File: src/rtl/map_read_arbiter_pkg.sv
// Shared constants and types for the grid-map read arbiter: map geometry and read-tag layout.
package map_read_arbiter_pkg;

    localparam int unsigned N          = 24;
    localparam int unsigned COORD_W    = 8;
    localparam int unsigned DATA_W     = 4;
    localparam int unsigned MAP_ADDR_W = $clog2(N * N);

    localparam logic [DATA_W-1:0] OOB_VALUE = DATA_W'(1);

    typedef logic [COORD_W-1:0]    coord_t;
    typedef logic [DATA_W-1:0]     cell_t;
    typedef logic [MAP_ADDR_W-1:0] map_addr_t;

    typedef enum logic {
        OWN_DDA,
        OWN_COL
    } owner_t;

    typedef struct packed {
        logic   vld;
        owner_t own;
        logic   oob;
    } rd_tag_t;

endpackage

File: src/rtl/map_read_arbiter_if.sv
// Request/response bundle between the two map requesters, the arbiter and the map BRAM.
interface map_read_arbiter_if;
    import map_read_arbiter_pkg::*;

    logic      dda_req_valid;
    coord_t    dda_req_x;
    coord_t    dda_req_y;
    logic      dda_req_ready;
    logic      dda_rsp_valid;
    cell_t     dda_rsp_data;

    logic      col_req_valid;
    coord_t    col_req_x;
    coord_t    col_req_y;
    logic      col_req_ready;
    logic      col_rsp_valid;
    cell_t     col_rsp_data;

    map_addr_t map_addr_out;
    cell_t     map_data_in;

    // Arbiter side.
    modport slave (
        input  dda_req_valid, dda_req_x, dda_req_y,
        output dda_req_ready, dda_rsp_valid, dda_rsp_data,
        input  col_req_valid, col_req_x, col_req_y,
        output col_req_ready, col_rsp_valid, col_rsp_data,
        output map_addr_out,
        input  map_data_in
    );

    // Requesters plus BRAM side.
    modport master (
        output dda_req_valid, dda_req_x, dda_req_y,
        input  dda_req_ready, dda_rsp_valid, dda_rsp_data,
        output col_req_valid, col_req_x, col_req_y,
        input  col_req_ready, col_rsp_valid, col_rsp_data,
        input  map_addr_out,
        output map_data_in
    );

endinterface

File: src/rtl/map_read_arbiter_tag_pipe.sv
// Fixed-depth shift register of read tags that tracks in-flight BRAM reads alongside the data path.
module map_read_arbiter_tag_pipe
    import map_read_arbiter_pkg::*;
#(
    parameter int unsigned Depth = 2
) (
    input  logic    clk_i,
    input  logic    rst_ni,
    input  rd_tag_t tag_i,
    output rd_tag_t tag_o
);

    rd_tag_t [Depth-1:0] stage_q;

    always_ff @(posedge clk_i or negedge rst_ni) begin
        if (!rst_ni) begin
            stage_q <= '0;
        end else begin
            stage_q[0] <= tag_i;
            for (int unsigned i = 1; i < Depth; i++) begin
                stage_q[i] <= stage_q[i-1];
            end
        end
    end

    assign tag_o = stage_q[Depth-1];

endmodule

File: src/rtl/map_read_arbiter.sv
// Shares the map BRAM read port between the DDA raycaster (priority) and the collision checker,
// with a starvation bound for the collision side and in-order, fixed-latency response routing.
module map_read_arbiter
    import map_read_arbiter_pkg::*;
#(
    parameter int unsigned READ_LATENCY = 2,
    parameter int unsigned STARVE_LIMIT = 4
) (
    input logic               pixel_clk_in,
    input logic               rst_n_in,
    map_read_arbiter_if.slave bus
);

    localparam int unsigned ADDR_FULL_W = 2 * COORD_W + 1;
    localparam int unsigned STARVE_W    = $clog2(STARVE_LIMIT + 1);

    localparam coord_t               N_COORD    = COORD_W'(N);
    localparam logic [STARVE_W-1:0] STARVE_MAX = STARVE_W'(STARVE_LIMIT);

    logic [STARVE_W-1:0] starve_q, starve_d;
    map_addr_t           map_addr_q, map_addr_d;
    cell_t               dda_data_q, dda_data_d;
    cell_t               col_data_q, col_data_d;

    logic      col_prio, dda_gnt, col_gnt;
    coord_t    sel_x, sel_y;
    logic      sel_oob;
    map_addr_t sel_addr;
    rd_tag_t   req_tag, rsp_tag;
    cell_t     rsp_val;

    // Collision only beats DDA once it has been passed over STARVE_LIMIT times in a row.
    assign col_prio = bus.col_req_valid && (starve_q == STARVE_MAX);
    assign dda_gnt  = bus.dda_req_valid && !col_prio;
    assign col_gnt  = bus.col_req_valid && (col_prio || !bus.dda_req_valid);

    assign bus.dda_req_ready = dda_gnt;
    assign bus.col_req_ready = col_gnt;

    assign sel_x    = col_gnt ? bus.col_req_x : bus.dda_req_x;
    assign sel_y    = col_gnt ? bus.col_req_y : bus.dda_req_y;
    assign sel_oob  = (sel_x >= N_COORD) || (sel_y >= N_COORD);
    assign sel_addr = MAP_ADDR_W'(ADDR_FULL_W'(sel_y) * ADDR_FULL_W'(N) + ADDR_FULL_W'(sel_x));

    always_comb begin
        starve_d = starve_q;
        if (!bus.col_req_valid || col_gnt) begin
            starve_d = '0;
        end else if (dda_gnt && (starve_q != STARVE_MAX)) begin
            starve_d = starve_q + STARVE_W'(1);
        end
    end

    always_comb begin
        req_tag     = '0;
        req_tag.vld = dda_gnt || col_gnt;
        req_tag.own = col_gnt ? OWN_COL : OWN_DDA;
        req_tag.oob = sel_oob;
    end

    // Out-of-range reads leave the BRAM address alone; their data is substituted on return.
    assign map_addr_d       = (req_tag.vld && !sel_oob) ? sel_addr : map_addr_q;
    assign bus.map_addr_out = map_addr_d;

    map_read_arbiter_tag_pipe #(
        .Depth (READ_LATENCY)
    ) u_tag_pipe (
        .clk_i  (pixel_clk_in),
        .rst_ni (rst_n_in),
        .tag_i  (req_tag),
        .tag_o  (rsp_tag)
    );

    assign rsp_val           = rsp_tag.oob ? OOB_VALUE : bus.map_data_in;
    assign bus.dda_rsp_valid = rsp_tag.vld && (rsp_tag.own == OWN_DDA);
    assign bus.col_rsp_valid = rsp_tag.vld && (rsp_tag.own == OWN_COL);

    assign dda_data_d = bus.dda_rsp_valid ? rsp_val : dda_data_q;
    assign col_data_d = bus.col_rsp_valid ? rsp_val : col_data_q;

    assign bus.dda_rsp_data = dda_data_d;
    assign bus.col_rsp_data = col_data_d;

    always_ff @(posedge pixel_clk_in or negedge rst_n_in) begin
        if (!rst_n_in) begin
            starve_q   <= '0;
            map_addr_q <= '0;
            dda_data_q <= '0;
            col_data_q <= '0;
        end else begin
            starve_q   <= starve_d;
            map_addr_q <= map_addr_d;
            dda_data_q <= dda_data_d;
            col_data_q <= col_data_d;
        end
    end

endmodule

File: src/flat_wrapper.sv
// flat-port wrapper written by rule: the top's interface ports become plain ports
module map_read_arbiter_flat import map_read_arbiter_pkg::*;
#(
    parameter int unsigned READ_LATENCY = 2,
    parameter int unsigned STARVE_LIMIT = 4
)
  (pixel_clk_in, rst_n_in, bus_dda_req_valid, bus_dda_req_x, bus_dda_req_y, bus_dda_req_ready, bus_dda_rsp_valid, bus_dda_rsp_data, bus_col_req_valid, bus_col_req_x, bus_col_req_y, bus_col_req_ready, bus_col_rsp_valid, bus_col_rsp_data, bus_map_addr_out, bus_map_data_in);
  map_read_arbiter_if bus_i ();
  input logic pixel_clk_in;
  input logic rst_n_in;
  input wire logic [$bits(bus_i.dda_req_valid)-1:0] bus_dda_req_valid;
  input wire logic [$bits(bus_i.dda_req_x)-1:0] bus_dda_req_x;
  input wire logic [$bits(bus_i.dda_req_y)-1:0] bus_dda_req_y;
  output wire logic [$bits(bus_i.dda_req_ready)-1:0] bus_dda_req_ready;
  output wire logic [$bits(bus_i.dda_rsp_valid)-1:0] bus_dda_rsp_valid;
  output wire logic [$bits(bus_i.dda_rsp_data)-1:0] bus_dda_rsp_data;
  input wire logic [$bits(bus_i.col_req_valid)-1:0] bus_col_req_valid;
  input wire logic [$bits(bus_i.col_req_x)-1:0] bus_col_req_x;
  input wire logic [$bits(bus_i.col_req_y)-1:0] bus_col_req_y;
  output wire logic [$bits(bus_i.col_req_ready)-1:0] bus_col_req_ready;
  output wire logic [$bits(bus_i.col_rsp_valid)-1:0] bus_col_rsp_valid;
  output wire logic [$bits(bus_i.col_rsp_data)-1:0] bus_col_rsp_data;
  output wire logic [$bits(bus_i.map_addr_out)-1:0] bus_map_addr_out;
  input wire logic [$bits(bus_i.map_data_in)-1:0] bus_map_data_in;
  assign bus_i.dda_req_valid = bus_dda_req_valid;
  assign bus_i.dda_req_x = bus_dda_req_x;
  assign bus_i.dda_req_y = bus_dda_req_y;
  assign bus_dda_req_ready = bus_i.dda_req_ready;
  assign bus_dda_rsp_valid = bus_i.dda_rsp_valid;
  assign bus_dda_rsp_data = bus_i.dda_rsp_data;
  assign bus_i.col_req_valid = bus_col_req_valid;
  assign bus_i.col_req_x = bus_col_req_x;
  assign bus_i.col_req_y = bus_col_req_y;
  assign bus_col_req_ready = bus_i.col_req_ready;
  assign bus_col_rsp_valid = bus_i.col_rsp_valid;
  assign bus_col_rsp_data = bus_i.col_rsp_data;
  assign bus_map_addr_out = bus_i.map_addr_out;
  assign bus_i.map_data_in = bus_map_data_in;
  map_read_arbiter #(.READ_LATENCY(READ_LATENCY), .STARVE_LIMIT(STARVE_LIMIT)) u_core (.pixel_clk_in(pixel_clk_in), .rst_n_in(rst_n_in), .bus(bus_i));
endmodule
File: config.mk
export PLATFORM = sky130hd
export DESIGN_NAME = map_read_arbiter_flat
export DESIGN_NICKNAME = d
export VERILOG_FILES = /design/src/rtl/map_read_arbiter_pkg.sv /design/src/rtl/map_read_arbiter_if.sv /design/src/rtl/map_read_arbiter_tag_pipe.sv /design/src/rtl/map_read_arbiter.sv /design/src/flat_wrapper.sv
export SDC_FILE = /design/constraint.sdc
export NUM_CORES = 1
export LEC_CHECK = 0
export ABC_AREA = 0
export BUFFER_PORTS_ARGS = -buffer_cell sky130_fd_sc_hd__buf_2
export CORE_ASPECT_RATIO = 1.5
export CORE_UTILIZATION = 45
export DETAILED_ROUTE_END_ITERATION = 6
export GPL_TIMING_DRIVEN = 0
export HOLD_SLACK_MARGIN = 0.15
export MAX_ROUTING_LAYER = met4
export PLACE_DENSITY = 0.76
export SLEW_MARGIN = 15
export SYNTH_ARGS = -nofsm -noshare
export SYNTH_HDL_FRONTEND = slang
export SYNTH_SLANG_ARGS = --single-unit
export TNS_END_PERCENT = 5
File: constraint.sdc
create_clock -name pixel_clk_in -period 4.6 [get_ports pixel_clk_in]
set_clock_uncertainty 0.05 [all_clocks]
set_input_delay 0.92 -clock pixel_clk_in [delete_from_list [all_inputs] [get_ports pixel_clk_in]]
set_output_delay 0.92 -clock pixel_clk_in [all_outputs]
set_load 0.02 [all_outputs]
=== After elaboration in Yosys (flattened, before gate mapping) ===
Index checks and enable logic that the tools add are counted.

* Flip-flop bits (word level): 27
* Input port bits: 40
* Output and inout bits: 22
* Logic and storage cells: 43

* $add $sub $neg: 2
* $mul: 1
* $lt $le $gt $ge: 2
* Eq/ne operators: 2
* Multiplexer cells: 9
* Bitwise logic cells: 1
* Reduce and logical (&&, ||, !) cells: 16

{| class="wikitable"
|+ Operators with widths
! cell !! count
|-
| $ge A8 B5 Y1 const B || 2
|-
| $mux W8 || 2
|-
| $mux W4 || 3
|-
| $add A10 B8 Y10 || 1
|-
| $mux W10 || 1
|-
| $mul A8 B2 Y7 const B || 1
|-
| $logic_and A1 B1 Y1 || 7
|-
| $mux W3 || 2
|-
| $logic_not A1 Y1 || 4
|-
| $logic_or A1 B1 Y1 || 4
|-
| $add A3 B1 Y3 const B || 1
|-
| $eq A3 B3 Y1 const B || 1
|-
| $ne A3 B3 Y1 const B || 1
|-
| $reduce_bool A2 Y1 || 1
|-
| $mux W1 || 1
|-
| $not A1 Y1 || 1
|}

=== Longest topological paths before layout ===
* Word-level depth: 10
* Depth in mapped cells: 17
* Gate-level depth less buffers: 17

=== Cells and area by module ===
From an unflattened synthesis, not the netlist that was laid out.

* Cells, all modules: 179
* Area total of the unflattened synthesis: 1780.5 µm²

{| class="wikitable"
|+ By module, submodules not included
! module !! instances !! cells an instance !! area an instance (µm²) !! sequential area each (µm²)
|-
| map_read_arbiter || 1 || 170 || 1607.8 || 525.5
|-
| map_read_arbiter_tag_pipe || 1 || 9 || 172.7 || 150.1
|}

=== Least setup slack after synthesis ===
OpenSTA, ideal clock, no wires.

* Path type: input to output
* Start point: in bus_dda_req_valid
* End point: out bus_map_addr_out[9]
* Arrival time: 3.714 ns
* Required time: 3.630 ns
* Slack: -0.084 ns
* Cell stages on the path: 13
* Path buffers: 1
* Cell sequence: a21bo_4 > nand2_4 > clkbuf_1 > mux2_2 > ha_1 > xnor2_1 > ha_1 > o21ai_0 > o21bai_1 > o2111ai_1 > xnor2_1 > xnor2_1 > mux2_2

* Cells in the longest elaborated chain, start to end: 9

{| class="wikitable"
|+ RTL lines
! what !! line !! RTL
|-
| from (decl) || flat_wrapper.sv:11 || <nowiki>input wire logic [$bits(bus_i.dda_req_valid)-1:0] bus_dda_req_valid;</nowiki>
|-
| parallel branches: the longest is 8 deep, another holds $add A10 B8 Y10 || -- ||
|-
| $mux W10 (*) || map_read_arbiter.sv:62 || <nowiki>assign map_addr_d = (req_tag.vld && !sel_oob) ? sel_addr : map_addr_q;</nowiki>
|-
| to (decl) || flat_wrapper.sv:23 || <nowiki>output wire logic [$bits(bus_i.map_addr_out)-1:0] bus_map_addr_out;</nowiki>
|}

Every way passes the cells marked *.

=== Worst setup path after layout ===
Same ends and word-level chain as after synthesis.

==> out/results.txt <==
CTS tree - built
Vias/cell - 5.346
GRT Total Usage - 0.2184
DR vias - 1561
Worst skew pair latency - 0.26 ns
RePlAce Congestion - 0.9077
EDFF count, synth - 0
Most frequent cells in the layout - buf_2 (60), dfrtp_1 (27), mux2_2 (17)
Unrepaired setup endpoints after global routing - true
First-pass GRT wire length - 6679 um
Clock sink count - 27
Combinational share of power - 0.473
Fmax - 0.2058 GHz
Max-Cap Viols - 0
Die area - 0.004249 mm2
Pwr per Cell Area - 310.7 mW/mm2
Ys flop type - dfrtp_1
IO Pins - 62
Total gr overflow - 0
CP endpoint - bus_map_addr_out[9]
Synth unique cells - 43
H-Tree Depth - 1
Register area share after synthesis - 0.3766
Reg2Reg Depth - 17
P&R area growth vs syn - 36.19%
Synthesis Warnings - 0
Final Max Slew Viols - 0
Syn_nets - 229
Least-Margin Pin Slew - 0.5582 ns
Port buffer count - 61
Dpl ws - -0.5312 ns
Die width - 53.56 um
Status - finished, violations left
CTS root buf - clkbuf_8
Most common cell after layout, fill and taps aside - buf_2
Crit path DAT - 3.89 ns
Number of global-route vias before repair - 1564
Largest net degree at the start of global routing - 28
Residual DRC count - 0
Hpwl dp - 3133 um
Starting density of the core - 0.4785
Asr flop ratio synth - 1.000
Initial antenna violation count - 0
CP Class - in2out
HP Class - reg2reg
Clk buf depth - 2
R2R setup slack - 1.01 ns
Core ar. - 0.003750 mm2
Diode count - 0
DR pass1 iterations - 4
NetSw - 260.6 uW
Crit path from - bus_dda_req_valid
Int Power - 498.6 uW
Gate Count Post-Synth - 174
Critical Path Start Type - input pin
Failing checks - negative setup slack
Seq pwr share - 0.361
Avg WL per Cell - 14.18 um
# nets final - 305
Clock power frac - 0.167
Fin util - 0.6517
Total CTS buffers - 3
CP max FO - 7
Hold Startpoint - u_core.u_tag_pipe.stage_q[0]
Initial DRC Count - 27
#FFs+latches synth - 27
Setup-failing EPs final - 3
Cell row count - 27
Fin. Hold Viols - 0
Rel. slew slack - 0.6279
Synth Cell Area - 0.001794 mm2
Net Sw Frac - 0.3432
Die H - 79.34 um
Crit. End Element - primary output
Worst VDD drop - 0.2033 mV
Post-DRT Antenna Nets - 0
Layout fillers - 312
Final wirelength - 4140 um
Share of cells above drive strength 1 - 0.4900
Leakage Power - 0.001216 uW
Post-layout min period - 4.859 ns
Setup ws final - -0.2591 ns
Avg Cell Area, Syn - 10.31 um2
FF-to-FF Start - u_core.starve_q[0]
Final period utilization - 1.056
Worst EP required - 3.63 ns
Clock transition at path regs - 0.08 ns
Worst r2r dst - u_core.map_addr_q[9]
==> worst min-delay path by stage <==
| stage | to | slack (ns) | depth (start not counted) |
|---|---|---|---|
| finish | u_core.u_tag_pipe.tag_o[0] | 0.30 | 0 |
| CTS | u_core.u_tag_pipe.tag_o[0] | 0.30 | 0 |
| global route | u_core.u_tag_pipe.tag_o[2] | 0.32 | 0 |
| global placement | u_core.u_tag_pipe.tag_o[0] | 0.28 | 0 |
| floorplan | u_core.u_tag_pipe.tag_o[0] | 0.28 | 0 |
| detailed placement | u_core.u_tag_pipe.tag_o[0] | 0.28 | 0 |
==> worst max-delay path, stage by stage <==
cell and delay [ns]:
buf_6 0.07, a21bo_4 0.26, nand2_8 0.09, mux2_4 0.32, ha_4 0.18, o32ai_4 0.31, a21boi_4 0.09, nor2_2 0.14
xnor2_1 0.09, ha_1 0.31, o21ai_2 0.07, o21bai_1 0.15, o2111ai_1 0.15, xnor2_1 0.23, xnor2_1 0.10, mux2_4 0.27
buf_6 0.13
==> power groups by stage <==
stage	registers [uW]	logic, uW	clock network [uW]
detailed placement	279	287	0
global placement	277	281	0
finish	274	359	127
floorplan	275	203	0
global route	277	387	143
CTS	274	344	131
==> timing repair <==
action                                  CTS  global route
pin swaps                                14             4
hold buffers                              0             0
resized for setup                        30             3
buffers inserted                          8             2
endpoints found under the setup margin    3             3
==> synthesized netlist by cell type (2+ instances only) <==
library cell / count / area (um2)
a21boi_0: 2 / 15.01
o221ai_1: 2 / 17.52
a21oi_1: 2 / 10.01
dfrtp_1: 27 / 675.7
mux2i_1: 2 / 20.02
xnor2_1: 8 / 70.07
nand2_1: 15 / 56.30
or3_1: 2 / 12.51
a211oi_1: 2 / 15.01
o21ai_0: 14 / 70.07
nor2_1: 8 / 30.03
mux2_2: 20 / 225.2
ha_1: 14 / 175.2
inv_1: 14 / 52.55
and3_1: 3 / 18.77
xor2_1: 3 / 26.28
nand2b_1: 5 / 31.28
clkbuf_1: 2 / 7.510
a21o_1: 3 / 22.52
nand3_1: 2 / 10.01
nor4_1: 2 / 12.51
==> routing by layer <==
layer / GRT usage / share of wire / vias to the layer above
met3: 0.01149 / 0.042 / 8
met1: 0.2301 / 0.38 / 717
met2: 0.4025 / 0.56 / 65
met5: - / 0 / -
met4: 0.08947 / 0.014 / 0
li1: - / - / 771
==> cell type report <==
cell class | count | area, um2 | area share
tap | 43 | 53.80 | 0.02202
buffer | 3 | 22.52 | 0.009217
clock inverter | 1 | 5.005 | 0.002048
clock buffer | 3 | 41.29 | 0.01690
multi-input combinational | 130 | 1200 | 0.4910
inverter | 14 | 52.55 | 0.02151
sequential | 27 | 675.6 | 0.2765
timing repair buffer | 71 | 392.9 | 0.1608
==> cell families (layout without fill, tap and decap cells) <==
family | Yosys count | in the layout | share of synthesized area
xor+xnor | 11 | 11 | 0.05370
simple gates | 44 | 44 | 0.1234
fa+ha+maj | 15 | 15 | 0.1088
compound gates | 38 | 38 | 0.1646
flops | 27 | 27 | 0.3766
buf+inv | 17 | 92 | 0.03626
mux | 22 | 22 | 0.1367
==> registers in the layout, indices dropped and copies added (netlist names) <==
signal / flops
u_core.col_data_q: 4
u_core.u_tag_pipe.tag_o: 3
u_core.u_tag_pipe.stage_q: 3
u_core.starve_q: 3
u_core.dda_data_q: 4
u_core.map_addr_q: 10
==> stage by stage <==
stage	cells	TNS [ns]	total power [uW]	area [um2]	hold WS, ns
2_1_floorplan	174	0	478.1	1799	0.2812
3_3_place_gp	278	-0.7773	558.5	2158	0.2820
3_5_place_dp	278	-0.9089	565.5	2158	0.2847
4_1_cts	290	-0.2639	748.5	2420	0.3046
5_1_grt	292	-0.6960	807.3	2444	0.3247
6_report	292	-0.3822	759.1	2444	0.3035
(Power assumes the default switching activity.)
